`src/rtl/quad_pkg.sv`:
```
// Shared types and helpers for the quadrature up/down decoder.
// Phase encodings, direction constants and the transition classifier.
// Optional glitch filter is enabled with QUAD_GLITCH_FILTER_EN.
package quad_pkg;

    // 2-bit phase state {A,B} in up-count order 00 -> 10 -> 11 -> 01 -> 00
    typedef enum logic [1:0] {
        PH_00 = 2'b00,
        PH_10 = 2'b10,
        PH_11 = 2'b11,
        PH_01 = 2'b01
    } phase_t;

    localparam logic DIR_UP = 1'b0;
    localparam logic DIR_DN = 1'b1;

    // Glitch filter: value must differ from the filtered output on this many
    // consecutive clocks beyond the first before it is accepted (4 clocks total).
    localparam logic [2:0] FILT_LAST = 3'd3;

    // Result of classifying one prev -> cur phase transition
    typedef struct packed {
        logic count;    // legal transition that counts at this resolution
        logic dir;      // DIR_UP / DIR_DN, meaningful when count=1
        logic illegal;  // both phase bits changed in one sample
    } trans_t;

    // Classify a transition for resolution res (1, 2 or 4 counts per cycle)
    function automatic trans_t classify(input logic [1:0] prev,
                                        input logic [1:0] cur,
                                        input int         res);
        trans_t t;
        logic   up;
        logic   dn;
        logic   hit;
        t   = '0;
        // next state in the up direction is {~B, A}; down is {B, ~A}
        up  = (cur == {~prev[0], prev[1]});
        dn  = (cur == {prev[0], ~prev[1]});
        case (res)
            1:       hit = (cur == PH_00);
            2:       hit = (cur == PH_00) || (cur == PH_11);
            default: hit = 1'b1;
        endcase
        t.illegal = ((prev ^ cur) == 2'b11);
        t.count   = (up | dn) & hit;
        t.dir     = dn ? DIR_DN : DIR_UP;
        return t;
    endfunction

endpackage

```
`src/rtl/quad_sync_filt.sv`:
```
// Per-phase synchronizer with optional glitch filter (QUAD_GLITCH_FILTER_EN).
// Latency SYNC_STAGES clocks, plus 4 clocks when the filter is built in.
// No backpressure: free-running sampler of an asynchronous pin.
module quad_sync_filt
    import quad_pkg::*;
#(
    parameter int SYNC_STAGES = 2
) (
    input  logic CLK,
    input  logic CDN,
    input  logic pin,
    output logic ph_s
);

    logic [SYNC_STAGES-1:0] sync;

    // Metastability chain; bit 0 captures the raw pin
    always_ff @(posedge CLK or negedge CDN) begin
        if (!CDN) begin
            sync <= '0;
        end else begin
            sync <= {sync[SYNC_STAGES-2:0], pin};
        end
    end

`ifdef QUAD_GLITCH_FILTER_EN
    logic [2:0] stable_cnt;
    logic       filt;

    // Accept a new level only after it has differed from the output for 4 clocks
    always_ff @(posedge CLK or negedge CDN) begin
        if (!CDN) begin
            stable_cnt <= '0;
            filt       <= 1'b0;
        end else if (sync[SYNC_STAGES-1] == filt) begin
            stable_cnt <= '0;
        end else if (stable_cnt == FILT_LAST) begin
            stable_cnt <= '0;
            filt       <= sync[SYNC_STAGES-1];
        end else begin
            stable_cnt <= stable_cnt + 3'd1;
        end
    end

    assign ph_s = filt;
`else
    assign ph_s = sync[SYNC_STAGES-1];
`endif

endmodule

```
`src/rtl/quad_updn_decoder.sv`:
```
// Quadrature A/B decoder: count strobe + direction for counter macros, internal position count.
// Latency A/B edge -> EN_OUT is SYNC_STAGES+1 clocks (SYNC_STAGES+5 with QUAD_GLITCH_FILTER_EN).
// No backpressure: strobes are single-cycle and cannot be stalled; EN=0 only suppresses them.
module quad_updn_decoder
    import quad_pkg::*;
#(
    parameter int WIDTH       = 8,
    parameter int SYNC_STAGES = 2,
    parameter int RES         = 4
) (
    input  logic             CLK,
    input  logic             CDN,
    input  logic             A,
    input  logic             B,
    input  logic             EN,
    input  logic             CS,
    output logic             EN_OUT,
    output logic             DNUP_OUT,
    output logic             CAI_OUT,
    output logic [WIDTH-1:0] Q,
    output logic             CAO,
    output logic             ERR
);

    // Clocks after CDN release until the synchronized phases carry real pin
    // values; the synchronizer (and filter) reset to 0, so loading the tracked
    // phase any earlier would turn a pin level of 11 into a false 00->11 event.
`ifdef QUAD_GLITCH_FILTER_EN
    localparam int PRIME_CLKS = SYNC_STAGES + 5;
`else
    localparam int PRIME_CLKS = SYNC_STAGES + 1;
`endif
    localparam logic [3:0]       PRIME_LAST = 4'(PRIME_CLKS - 1);
    localparam logic [WIDTH-1:0] Q_ONE      = WIDTH'(1);

    logic             a_s;
    logic             b_s;
    logic [1:0]       cur;
    logic [1:0]       prev;
    logic             init;
    logic [3:0]       fill_cnt;
    trans_t           trans;
    logic             strobe;
    logic             en_out;
    logic             dnup;
    logic [WIDTH-1:0] q_cnt;
    logic             err;

    quad_sync_filt #(.SYNC_STAGES(SYNC_STAGES)) u_sync_a (
        .CLK  (CLK),
        .CDN  (CDN),
        .pin  (A),
        .ph_s (a_s)
    );

    quad_sync_filt #(.SYNC_STAGES(SYNC_STAGES)) u_sync_b (
        .CLK  (CLK),
        .CDN  (CDN),
        .pin  (B),
        .ph_s (b_s)
    );

    assign cur    = {a_s, b_s};
    assign trans  = classify(prev, cur, RES);
    assign strobe = trans.count & EN & ~init;

    // Phase tracking: hold off until the sync pipeline is primed, then follow S every clock
    always_ff @(posedge CLK or negedge CDN) begin
        if (!CDN) begin
            init     <= 1'b1;
            fill_cnt <= '0;
            prev     <= PH_00;
        end else if (init) begin
            if (fill_cnt == PRIME_LAST) begin
                prev <= cur;
                init <= 1'b0;
            end else begin
                fill_cnt <= fill_cnt + 4'd1;
            end
        end else begin
            prev <= cur;
        end
    end

    // Registered strobe/direction, sticky error and position count; CS overrides everything
    always_ff @(posedge CLK or negedge CDN) begin
        if (!CDN) begin
            en_out <= 1'b0;
            dnup   <= DIR_UP;
            q_cnt  <= '0;
            err    <= 1'b0;
        end else if (CS) begin
            en_out <= 1'b0;
            q_cnt  <= '0;
            err    <= 1'b0;
        end else begin
            en_out <= strobe;
            if (strobe) begin
                dnup <= trans.dir;
            end
            if (trans.illegal && !init) begin
                err <= 1'b1;
            end
            // Q follows the strobe one clock later so CAO sees the pre-update count
            if (en_out) begin
                q_cnt <= (dnup == DIR_DN) ? (q_cnt - Q_ONE) : (q_cnt + Q_ONE);
            end
        end
    end

    assign EN_OUT   = en_out;
    assign CAI_OUT  = en_out;
    assign DNUP_OUT = dnup;
    assign Q        = q_cnt;
    assign ERR      = err;
    assign CAO      = en_out & ((dnup & ~|q_cnt) | (~dnup & (&q_cnt)));

endmodule

```
`config.mk`:
```
export PLATFORM = sky130hd
export DESIGN_NAME = quad_updn_decoder
export DESIGN_NICKNAME = d
export VERILOG_FILES = /design/src/rtl/quad_pkg.sv /design/src/rtl/quad_sync_filt.sv /design/src/rtl/quad_updn_decoder.sv
export SDC_FILE = /design/constraint.sdc
export NUM_CORES = 1
export LEC_CHECK = 0
export BUFFER_PORTS_ARGS = -buffer_cell sky130_fd_sc_hd__buf_2
export CAP_MARGIN = 20
export CORE_MARGIN = 2
export CORE_UTILIZATION = 42
export DETAILED_ROUTE_END_ITERATION = 8
export PLACE_DENSITY = 0.59
export SLEW_MARGIN = 20
export SYNTH_ARGS = -nofsm -noshare
export SYNTH_HDL_FRONTEND = slang
export SYNTH_SLANG_ARGS = --single-unit
```
`constraint.sdc`:
```
create_clock -name CLK -period 2.2 [get_ports CLK]
set_input_delay 0.33 -clock CLK [delete_from_list [all_inputs] [get_ports CLK]]
set_output_delay 0.33 -clock CLK [all_outputs]
set_load 0.05 [all_outputs]
```
==> metrics.md, run 1 <==
| Metric | Value |
|---|---|
| Average wire per standard cell | 14.5 um |
| CORE AREA | between 0.002 and 0.003 mm^2 |
| Antenna cells | 0 |
| Clock Latency Late Sink | between 0.3 and 0.4 ns |
| Area of the multi-input gates | about 660 um^2 |
| Via count | between 900 and 1k |
| FF+latch count, synth | 22 |
| Post-Synth Adder-Cell Area | around a tenth |
| Critical path class | reg2out |
| Static Leak | about 0.00064 uW |
| Crit path DAT | between 1.5 and 2 ns |
| Initial DRC count | 28 |
| Synth top area cells | dfrtp_1 (42%), xnor2_1 (8.4%), ha_1 (8.0%) |
| GP Congestion | ~0.89 |
| CTS tree | done |
| GRT Util Overall | between 10% and 20% |
| Synth Instances | roughly 120 |
| Hold Path Stages | 1 |
| Top cell type's share of synthesized area | 42.0% |
| DRC errors left | 1 |
| Startpoint Class | register |
| Critical Path Sink | CAO |
| Setup crit start | DNUP_OUT$_DFFE_PN0P_ |
| Post-synthesis xor/xnor area fraction | approximately 8.4% |
| Failing checks | DRC |
| Status | finished, violations left |
| Die Footprint | about 0.0034 mm^2 |
| Synth warnings | 0 |
| Complex-gate fraction of the synthesized area | approximately an eighth |
| Initial antenna violation count | 0 |
| PnR worst setup slack | roughly 0.10 ns |
| Die height | 58.6 um |
| Synth Area in Simple Gates | approximately 15% |
| Die width | roughly 59 um |
| IO Pins | 19 |
| Worst Skew | 0.00709 ns |
| Drt total wl | roughly 2400 um |
| Netlist cell types | 39 |
| Period Utilization, post-route | 95.3% |
| Global-route wire length before repair | between 4000 and 5000 um |
| Initial Util | 44.6% |
| Crit path max fanout | 15 |
| GRT overflow | 0 |
| Worst reg2reg path endpoint | Q[7]$_DFFE_PN0P_ |
| Top-count cell post-synth | dfrtp_1 |
| FF-to-FF Start | DNUP_OUT$_DFFE_PN0P_ |
| Worst hold path class | in2reg |
| Tmin final | around 2.1 ns |
| Clock buffer depth | 2 |
| Filler Cell Count | 272 |
| Clock sinks | 22 |
| Largest family of logic cells by synthesized area | simple AND/OR/NAND/NOR gates |
| Max VDD drop | between 300 and 400 uV |
| Mux contribution to synthesized area | 6.99% |
| Pre-CTS WS | 0.129 ns |
| Worst slew pin tran | between 0.5 and 0.6 ns |
| Seq/Total Area, Yosys | between 40% and 50% |
| Max Cap Viol | 0 |
| Synth cell count leaders | dfrtp_1 (21), xnor2_1 (12), nor2_1 (10) |
| FP Rows | 19 |
| Max-slew violation count | 0 |
| Fraction of layout cells with a size suffix above 1 | about a quarter |
| RSZ-0062 raised after global routing | no |
| Syn avg cell area | around 11 um^2 |
| R2r setup slk | ~0.19 ns |
| Sequential cell area | 554 um^2 |
| PD cells | ~820 mW/mm^2 |
| Drt pass-1 iters | 6 |
| Final Hold Fails | 0 |
| CTS Buf Count | 3 |
| Number of global-route vias before repair | 915 |
| Largest net degree at the start of global routing | 23 |
| Routed Antenna Nets | 0 |
| Net Count, Synth | ~130 |
| Fmax | 477 MHz |
| Post-synth ARST share | between 90% and 100% |
| Nets | 154 |
| R2R cell count | 6 |
| Post-route setup TNS | 0 ns |
| Clk pin slew, worst setup/hold paths | around 0.13 ns |
| Max-slew headroom | 66.5% |
| Nature of the critical path endpoint | primary output |
| Final setup vio count | 0 |
| I/O Buffers | 18 |
| Via density | roughly 5.5 |
| Placed wire-length estimate | 1770 um |
| Worst path required time | roughly 1.9 ns |
| Number of synthesized flops with an enable pin | 0 |
| Top FF cell, synth | dfrtp_1 |
| # H-tree levels | 1 |
| Synth area leader | dfrtp_1 |
| CTS root buf | clkbuf_4 |
| Area grow syn2layout | 15.3% |
| Post-Synthesis Cell Area | ~0.0013 mm^2 |
==> critical path: stages, from the launching register on <==
cell      delay (ns)
dfrtp_2         0.54
or4_1           0.56
a21boi_2        0.15
buf_4           0.21
==> report_power, final <==
group          total (uW)  switching [uW]  internal, uW  leakage [uW]
logic                 395             246           148      0.000328
clock network         316             132           184     0.0000279
registers             478            43.9           434      0.000279
==> registers in the layout (all words and copies together) (netlist names) <==
signal and cells:
Q 8, init 1, prev 2, u_sync_b.sync 2, CAI_OUT 1, DNUP_OUT 1, ERR 1, fill_cnt 4
u_sync_a.sync 2
==> worst min-delay path by stage <==
stage / startpoint / endpoint / slack (ns)
2_1_floorplan: CDN / CAI_OUT$_DFF_PN0_ / 0.03
3_3_place_gp: CDN / Q[7]$_DFFE_PN0P_ / 0.33
3_5_place_dp: CDN / Q[7]$_DFFE_PN0P_ / 0.33
5_1_grt: B / u_sync_b.sync[0]$_DFF_PN0_ / 0.10
6_report: B / u_sync_b.sync[0]$_DFF_PN0_ / 0.12
4_1_cts: B / u_sync_b.sync[0]$_DFF_PN0_ / 0.10
==> cells in the final DEF (no fill, tap or decap), drive strengths merged, types with 2 or more instances in the layout <==
master  netlist  final
a211oi        2      2
a21boi        2      2
a21o          3      3
a21oi         6      6
buf           3     20
clkbuf        0      3
dfrtp        21     21
ha            8      8
inv           5      5
mux2          3      3
mux2i         5      5
nand2         6      6
nand3         3      3
nand4         3      3
nor2         10     10
nor3          5      5
o21ai         4      4
o311ai        2      2
xnor2        12     12
==> timing repair <==
item                                   CTS  global route
pin swaps                                0             0
gates resized for setup                  1             3
endpoints found under the hold margin   21             0
setup endpoints to repair                1             1
setup buffers                            0             0
hold buffers                             1             0
==> cell type report <==
type,count,share of cell area (%)
clock inverters,1,2.08
clock buffers,3,1.56
repair buffers,21,8.15
multi-input cells,86,45.8
well taps,31,2.69
flip-flops and latches,22,38.4
inverters,5,1.30
==> layer usage <==
| layer | up-vias | routed length [um] | global-route usage [%] | part of all wire (%) |
|---|---|---|---|---|
| met5 | - | 0 | 0 | 0 |
| met4 | 0 | 27 | 4.87 | 1.1 |
| met3 | 4 | 111 | 1.98 | 4.5 |
| met2 | 22 | 1060 | 23.9 | 43 |
| met1 | 443 | 1250 | 24.3 | 51 |
| li1 | 463 | - | - | - |
==> kinds of logic (layout without fill, tap and decap cells) <==
| family | Yosys count | after routing |
|---|---|---|
| adder cells (fa/ha/maj) | 9 | 9 |
| AO/OA/AOI/OAI | 22 | 22 |
| buffers and inverters | 8 | 30 |
| XOR/XNOR | 12 | 12 |
| flip-flops | 22 | 22 |
| AND/OR/NAND/NOR | 35 | 35 |
| multiplexers | 8 | 8 |
==> stage by stage <==
| step | hold slack (ns) | power (uW) | cell area, um^2 | cells | util [%] |
|---|---|---|---|---|---|
| after global placement | 0.326 | 872 | 1380 | 164 | 49.1 |
| after detailed placement | 0.333 | 876 | 1380 | 164 | 49.1 |
| after global routing | 0.101 | 1260 | 1440 | 169 | 51.5 |
| final | 0.115 | 1190 | 1440 | 169 | 51.5 |
| after floorplan | 0.0344 | 786 | 1260 | 116 | - |
| after CTS | 0.100 | 1200 | 1440 | 169 | 51.3 |
Power figures use the tool's default switching activity.
==> inputs of run 2 (changes only) <==
PLACE_DENSITY = unset   (was 0.59)
==> metrics.md, run 2 (synthesis gave the netlist of run 1 again) <==
| Metric | Value |
|---|---|
| Crit path DAT | 2.34 ns (+0.57 ns) |
| Clock buffer depth | 2 (unchanged) |
| Min Hold Slack | 0.117 ns (+0.00165 ns) |
| Worst slew pin tran | 0.496 ns (-0.00704 ns) |
| Die height | 58.6 um (unchanged) |
| Die width | 58.6 um (unchanged) |
| Max Cap Viol | 0 (unchanged) |
| Clock Latency Late Sink | 0.31 ns (about the same) |
| FP Rows | 19 (unchanged) |
| Drt total wl | 2480 um (+1.2%) |
| Initial Util | 44.6% (unchanged) |
| Static Leak | 0.000640 uW (+0.72%) |
| Critical path class | reg2reg |
| Crit path depth | 7 (+4) |
| Max reg flops | 8 (unchanged) |
| Filler Cell Count | 272 (unchanged) |
| Final setup vio count | 0 (unchanged) |
| Non-Filler Instances | 172 (+1.8%) |
| Period Utilization, post-route | 95.5% (+0.18 points) |
| GP Congestion | 0.832 (-6.0%) |
| Area of the multi-input gates | 662 um^2 (unchanged) |
| Area grow syn2layout | 15.7% |
| Comb pwr share | 36.7% (+3.5 points) |
| Critical path buffers and inverters | 1 (unchanged) |
| Drt pass-1 iters | 6 (unchanged) |
| Most frequent cells in the layout | dfrtp_1 (18), buf_2 (18), xnor2_1 (12) |
| Placed cells | 164 (unchanged) |
| Max-slew headroom | 67.0% (+0.47 points) |
| Worst Skew | 0.00619 ns (-0.000900 ns) |
| Antenna cells | 0 (unchanged) |
| Slowest CP cell | dfrtp_2 |
| Final Hold Fails | 0 (unchanged) |
| PD cells | 762 mW/mm^2 (-7.4%) |
| Internal power | 690 uW (-9.9%) |
| Via count | 962 (+3.2%) |
| Setup crit start | DNUP_OUT$_DFFE_PN0P_ |
| Critical Path Sink | Q[7]$_DFFE_PN0P_ |
| Worst path required time | 2.44 ns (+0.57 ns) |
| Critical-path cell list | buf_4, ha_1, nand2_1, nor3_1, mux2_4, a21o_1, a21oi_2 |
| Clock sinks | 22 (unchanged) |
| Crit-path max cell delay | 0.52 ns (-0.04 ns) |
| Startpoint Class | register |
| GRT overflow | 0 (unchanged) |
| Sw Pwr | 415 uW (-1.9%) |
| Sequential cell area | 556 um^2 (+0.23%) |
| Placed wire-length estimate | 1790 um (+0.90%) |
| Tmin final | 2.10 ns (+0.00407 ns) |
| Initial DRC count | 35 (+25%) |
| CTS Buf Count | 3 (unchanged) |
| Via density | 5.59 (+1.4%) |
| IO Pins | 19 (unchanged) |
| Fmax | 476 MHz (-0.19%) |
| Reg power frac | 43.2% (+3.0 points) |
| Max VDD drop | 428 uV (+7.7%) |
| DRC errors left | 3 (+2) |
| Routed Antenna Nets | 0 (unchanged) |
| R2r setup slk | 0.1 ns (-0.09 ns) |
| Worst reg2reg path endpoint | Q[7]$_DFFE_PN0P_ |
| Worst hold path class | in2reg |
| CTS tree | done |
| Initial antenna violation count | 0 (unchanged) |
| Clk pin slew, worst setup/hold paths | 0.12 ns (about the same) |
| Global-route wire length before repair | 4330 um (+3.0%) |
| Max-slew violation count | 0 (unchanged) |
| Average wire per standard cell | 14.4 um (-0.58%) |
| CTS root buf | clkbuf_4 |
| Nature of the critical path endpoint | register |
| Die Footprint | 0.00343 mm^2 (unchanged) |
| Number of global-route vias before repair | 918 (+0.33%) |
| GRT Util Overall | 16.8% (+0.76 points) |
| R2R cell count | 7 (+1) |
| Nets | 157 (+1.9%) |
| Net Sw Frac | 37.5% (+2.0 points) |
| Clk pwr share | 20.0% (-6.6 points) |
| CORE AREA | 0.00281 mm^2 (unchanged) |
| Largest net degree at the start of global routing | 23 (unchanged) |
| FF-to-FF Start | DNUP_OUT$_DFFE_PN0P_ |
| Failing checks | DRC |
| Crit path max-delay family | flip-flops |
| Fraction of layout cells with a size suffix above 1 | 27.7% (+2.3 points) |
| Status | finished, violations left |
| # H-tree levels | 1 (unchanged) |
| I/O Buffers | 18 (unchanged) |
| Crit path max fanout | 13 (-2) |
-- run 2: per-layer routing --
metal | track usage, % | routed length (um) | up-vias | part of all wire [%]
met5 | 0 | 0 | - | 0
met1 | 22.2 | 1190 | 466 | 48
met2 | 27.0 | 1180 | 21 | 48
li1 | - | - | 473 | -
met3 | 4.84 | 86 | 2 | 3.5
met4 | 4.55 | 16 | 0 | 0.65
-- run 2: repair_timing --
action	4_1_cts	5_1_grt
buffers inserted	0	3
resized for setup	1	2
hold buffers	1	0
endpoints found under the hold margin	21	0
endpoints found under the setup margin	1	1
-- run 2: power groups by stage --
stage,combinational (uW),clock [uW],sequential [uW]
CTS,395,230,478
global route,448,251,485
global placement,389,0,483
floorplan,228,0,558
finish,406,221,478
detailed placement,389,0,485
-- run 2: worst min path at each step --
| stage | startpoint | end | slack, ns | depth (start not counted) |
|---|---|---|---|---|
| detailed placement | CDN | Q[7]$_DFFE_PN0P_ | 0.32 | 1 |
| floorplan | CDN | CAI_OUT$_DFF_PN0_ | 0.03 | 0 |
| CTS | B | u_sync_b.sync[0]$_DFF_PN0_ | 0.10 | 1 |
| finish | A | u_sync_a.sync[0]$_DFF_PN0_ | 0.12 | 1 |
| global placement | CDN | Q[7]$_DFFE_PN0P_ | 0.32 | 1 |
| global route | B | u_sync_b.sync[0]$_DFF_PN0_ | 0.08 | 1 |
-- run 2: stage by stage --
stage	setup slack [ns]	utilization (%)	setup TNS, ns	area [um^2]	total power [uW]
floorplan	0.0542	-	0	1260	786
global placement	0.183	49.1	0	1380	872
detailed placement	0.160	49.1	0	1380	874
CTS	0.0681	50.8	0	1420	1100
global route	-0.00879	51.7	-0.00879	1450	1180
finish	0.0992	51.7	0	1450	1100
-- run 2: worst register-to-register path: stages (launching register included) --
cell and delay, ns:
dfrtp_2 0.52, buf_4 0.18, ha_1 0.36, nand2_1 0.09, nor3_1 0.27, mux2_4 0.33
a21o_1 0.17, a21oi_2 0.12
-- run 2: cell type report --
cell class | count | area share, %
clock buffers | 4 | 2.50
inverters | 5 | 1.30
multi-input cells | 86 | 45.7
flip-flops and latches | 22 | 38.3
well taps | 31 | 2.68
repair buffers | 24 | 9.50
